$ cat config.mk
export PLATFORM = sky130hd
export DESIGN_NAME = xif_result_fifo
export DESIGN_NICKNAME = d
export VERILOG_FILES = /design/src/rtl/cv32e40p_core_v_xif_pkg.sv /design/src/rtl/xif_result_fifo_pkg.sv /design/src/rtl/xif_result_fifo.sv
export SDC_FILE = /design/constraint.sdc
export NUM_CORES = 1
export LEC_CHECK = 0
export CORE_ASPECT_RATIO = 1.25
export CORE_UTILIZATION = 30
export DETAILED_ROUTE_END_ITERATION = 12
export PLACE_DENSITY = 0.55
export SLEW_MARGIN = 20
export SYNTH_ARGS = -nofsm -noshare
export SYNTH_HDL_FRONTEND = slang
export SYNTH_SLANG_ARGS = --single-unit
$ cat constraint.sdc
create_clock -name clk_i -period 3 [get_ports clk_i]
set_input_delay 0.3 -clock clk_i [delete_from_list [all_inputs] [get_ports clk_i]]
set_output_delay 0.3 -clock clk_i [all_outputs]
set_load 0.03 [all_outputs]
$ cat src/rtl/cv32e40p_core_v_xif_pkg.sv
// Shared CORE-V-XIF types used by the core and by every coprocessor-side block.
// The result channel payload lives here so all users agree on its layout.
package cv32e40p_core_v_xif_pkg;

  localparam int unsigned X_ID_WIDTH  = 4;
  localparam int unsigned X_RFW_WIDTH = 32;

  typedef struct packed {
    logic [X_ID_WIDTH-1:0]  id;
    logic [X_RFW_WIDTH-1:0] data;
    logic [4:0]             rd;
    logic                   we;
    logic                   float;
    logic                   exc;
    logic [5:0]             exccode;
  } x_result_t;

endpackage

$ cat src/rtl/xif_result_fifo_pkg.sv
// Sizing helpers for the XIF result FIFO.
package xif_result_fifo_pkg;

  localparam int unsigned MaxDepth = 8;

  // A single-entry FIFO still needs a one-bit pointer.
  function automatic int unsigned ptr_width(int unsigned depth);
    return (depth > 1) ? unsigned'($clog2(depth)) : 1;
  endfunction

  function automatic int unsigned cnt_width(int unsigned depth);
    return unsigned'($clog2(depth + 1));
  endfunction

endpackage

$ cat src/rtl/xif_result_fifo.sv
// Registered result FIFO between a coprocessor result port and the core result port.
// No fall-through: outputs depend only on registered state, so ready/valid never loop.
module xif_result_fifo
  import cv32e40p_core_v_xif_pkg::*;
  import xif_result_fifo_pkg::*;
#(
  parameter int unsigned DEPTH = 2
) (
  input  logic                         clk_i,
  input  logic                         rst_i,
  input  logic                         flush_i,
  input  logic                         x_result_valid_i,
  output logic                         x_result_ready_o,
  input  x_result_t                    x_result_i,
  output logic                         x_result_valid_o,
  input  logic                         x_result_ready_i,
  output x_result_t                    x_result_o,
  output logic [$clog2(DEPTH+1)-1:0]   count_o
);

  localparam int unsigned PtrW = ptr_width(DEPTH);
  localparam int unsigned CntW = cnt_width(DEPTH);
  localparam logic [PtrW-1:0] PtrLast = PtrW'(DEPTH - 1);
  localparam logic [CntW-1:0] CntFull = CntW'(DEPTH);

  x_result_t       mem_q [DEPTH];
  logic [PtrW-1:0] wr_ptr_q, rd_ptr_q;
  logic [CntW-1:0] count_q;
  logic            push, pop;

  function automatic logic [PtrW-1:0] next_ptr(logic [PtrW-1:0] ptr);
    return (ptr == PtrLast) ? '0 : ptr + PtrW'(1);
  endfunction

  // Ready is a pure function of occupancy, so a pop never frees a slot in the same cycle.
  assign x_result_ready_o = (count_q < CntFull);
  assign x_result_valid_o = (count_q != '0);
  assign x_result_o       = mem_q[rd_ptr_q];
  assign count_o          = count_q;

  assign push = x_result_valid_i & x_result_ready_o;
  assign pop  = x_result_valid_o & x_result_ready_i;

  always_ff @(posedge clk_i or posedge rst_i) begin
    if (rst_i) begin
      wr_ptr_q <= '0;
      rd_ptr_q <= '0;
      count_q  <= '0;
      for (int unsigned i = 0; i < DEPTH; i++) begin
        mem_q[i] <= '0;
      end
    end else if (flush_i) begin
      wr_ptr_q <= '0;
      rd_ptr_q <= '0;
      count_q  <= '0;
    end else begin
      if (push) begin
        mem_q[wr_ptr_q] <= x_result_i;
        wr_ptr_q        <= next_ptr(wr_ptr_q);
      end
      if (pop) begin
        rd_ptr_q <= next_ptr(rd_ptr_q);
      end
      unique case ({push, pop})
        2'b10:   count_q <= count_q + CntW'(1);
        2'b01:   count_q <= count_q - CntW'(1);
        default: count_q <= count_q;
      endcase
    end
  end

endmodule

==> out/results.ini <==
[power_and_ir_drop]
powerDensity_mw_per_mm2=767.6
p_leak_uw=0.002512
max-vdd-ir-drop_v=0.0003431

[cts]
path_clk_slew_ps=70
root_buffer=clkbuf_16
postCtsSetupBuffers=0
h-tree-depth=3
numCtsBuffers=9
ctsResizeCount=0
clk_path_buf_depth=2
cts.sinks=104
cts_hold_buf=0
clk_latency_ps=340
cts_tree=done

[detailed_routing]
drtPass1Iterations=4
ant_nets=0
vias=2753
wl_mm=9.646
drt_iter0_markers=79
drc=0
vias_per_cell=4.690
wire_per_inst_um=16.43

[sta]
slew_violations=0
setup_viol=0
rsz0062_at_grt=false
tightestPinTransition_ps=489.9
hold_viol=0
hold_ws_ps=423.5
timing.slew.headroom_pct=67.34
timing.fmax_ghz=0.4211
final.setup.tns_ps=0
period_share_pct=79.16
clock_skew_ps=4.570
fin_crit_ps=2375

[yosys]
synth_nets=346
synth_area_leader_cell=dfrtp_1
synth.ff_latch_count=104
synth_cell_types=21
yosys_most_used_dff=dfrtp_1
synthArstFlopShare_pct=100.0
yosys.cell_count.top_type=mux2_2
synth_commonest_cells=mux2_2, dfrtp_1, mux2_4
ys_warn_count=0
yosysSeqAreaShare_pct=56.35
synth.top_cells.by_area=dfrtp_1, mux2_2, mux2_4, buf_6, buf_2
synth_edf_count=0
syn_avg_cell_area_sq_um=15.87
syn_inst=291
syn_area_sq_mm=0.004618
synth.top_cell.area_share_pct=56.35

[grt]
met2_usage_pct=22.32
grt_start_max_net_pins=73
grt.busiest_layer=met2
grt_pass1_vias=3117
grt_util_met1_pct=15.58
grt_overflow=0
grt_usage_pct=12.98
grt_pass1_wl_mm=15.97
grt.met3_usage_pct=2.623
grt_antenna_before_repair=0

[critical_path]
worstReg2RegEnd=mem_q[44]$_DFFE_PP0P_
reg2regPathDepth=4
startpoint=rd_ptr_q$_DFFE_PP0P_
worst-path-max-fanout=27
rrSetupSlack_ps=1010
arrival_ps=2070
crit-reg2reg-launch=count_o[1]$_DFFE_PP0P_
cp.required_ps=2700
start_kind=register
worstSetupPathType=reg2out
end_kind=primary output
critPathCapture=x_result_o[49]

[finish]
layout.nets=456
n_fill_cell=1459
utilization_pct=40.98
finalNonFillerCells=587
antenna_cells=0
drive_gt1_share_pct=42.72
area_growth_pct=33.24

[floorplanning]
core_area_sq_mm=0.01501
initial_core_util_pct=30.76
dieWidth_um=113.0
die_h_um=140.7
io_pins=109
fp.dieArea_sq_mm=0.01590
rows=50

[placed_design]
dp_hpwl_mm=6.380
port_buffers=108
gp_congestion=0.6831
place_inst=572

[job]
max_cap_viol_count=0

[min_path]
min-delay-path-class=in2async

[run_status]
status=complete, no violations

## how the worst min path moves through the flow
| stage | cells after the start | start | slack, ps | to |
|---|---|---|---|---|
| 3_3_place_gp | 1 | mem_q[20]$_DFFE_PP0P_ | 480 | mem_q[20]$_DFFE_PP0P_ |
| 5_1_grt | 3 | rst_i | 470 | mem_q[61]$_DFFE_PP0P_ |
| 2_1_floorplan | 1 | flush_i | 360 | count_o[0]$_DFFE_PP0P_ |
| 3_5_place_dp | 1 | mem_q[20]$_DFFE_PP0P_ | 490 | mem_q[20]$_DFFE_PP0P_ |
| 6_report | 3 | rst_i | 420 | mem_q[56]$_DFFE_PP0P_ |
| 4_1_cts | 3 | rst_i | 460 | mem_q[56]$_DFFE_PP0P_ |
## stage by stage
step	worst slack, ps	power, uW	cell area (sq um)
after CTS	563.5	4812	6153
after floorplan	1191	3110	4622
after global routing	540.1	4983	6153
after detailed placement	742.7	3710	5894
after global placement	781.3	3662	5894
final	625.2	4723	6153
## cell usage in the layout (no fill, tap or decap), drive strengths merged, types with 2 or more instances in the layout
cell / count
a21oi: 2
clkbuf: 14
mux2: 150
o21ai: 2
buf: 8
nor2: 2
nor2b: 2
xor2: 2
dfrtp: 104
clkdlybuf4s50: 108
## power by group
group          internal (uW)  total, uW  switching, uW
logic                    916       1670            755
clock network            582       1070            484
registers               1800       1990            188
## layer usage
metal / up-vias / share of wire, %
met5: - / 0
met4: 0 / 1.8
met3: 9 / 3.7
met2: 59 / 52
met1: 1438 / 42
li1: 1247 / -
## kinds of logic after synthesis
kind of cell	count (synthesis)	share of synthesized area [%]
xor+xnor	2	0.3794
buf+inv	19	2.682
mux	151	38.42
compound gates	5	0.5961
simple gates	10	1.572
flops	104	56.35
## worst max-delay path, stage by stage, from the launching register on
cell	delay, ps
dfrtp_2	350
buf_4	360
mux2_2	390
clkdlybuf4s50_1	630
## state kept, by name, indices dropped and copies added, names as in the netlist
| register | flops |
|---|---|
| mem_q | 100 |
| count_o | 2 |
| rd_ptr_q | 1 |
| wr_ptr_q | 1 |
## cell type report
| type | instances | area [sq um] | share of cell area (%) |
|---|---|---|---|
| Sequential cell | 104 | 2604 | 42.31 |
| Multi-Input combinational cell | 168 | 1898 | 30.85 |
| Timing Repair Buffer | 116 | 1154 | 18.75 |
| Clock buffer | 14 | 254.0 | 4.128 |
| Tap cell | 182 | 227.7 | 3.701 |
| Inverter | 2 | 11.26 | 0.1830 |
| Clock inverter | 1 | 5.005 | 0.08133 |
No activity file was read; power rests on OpenSTA's default activity.
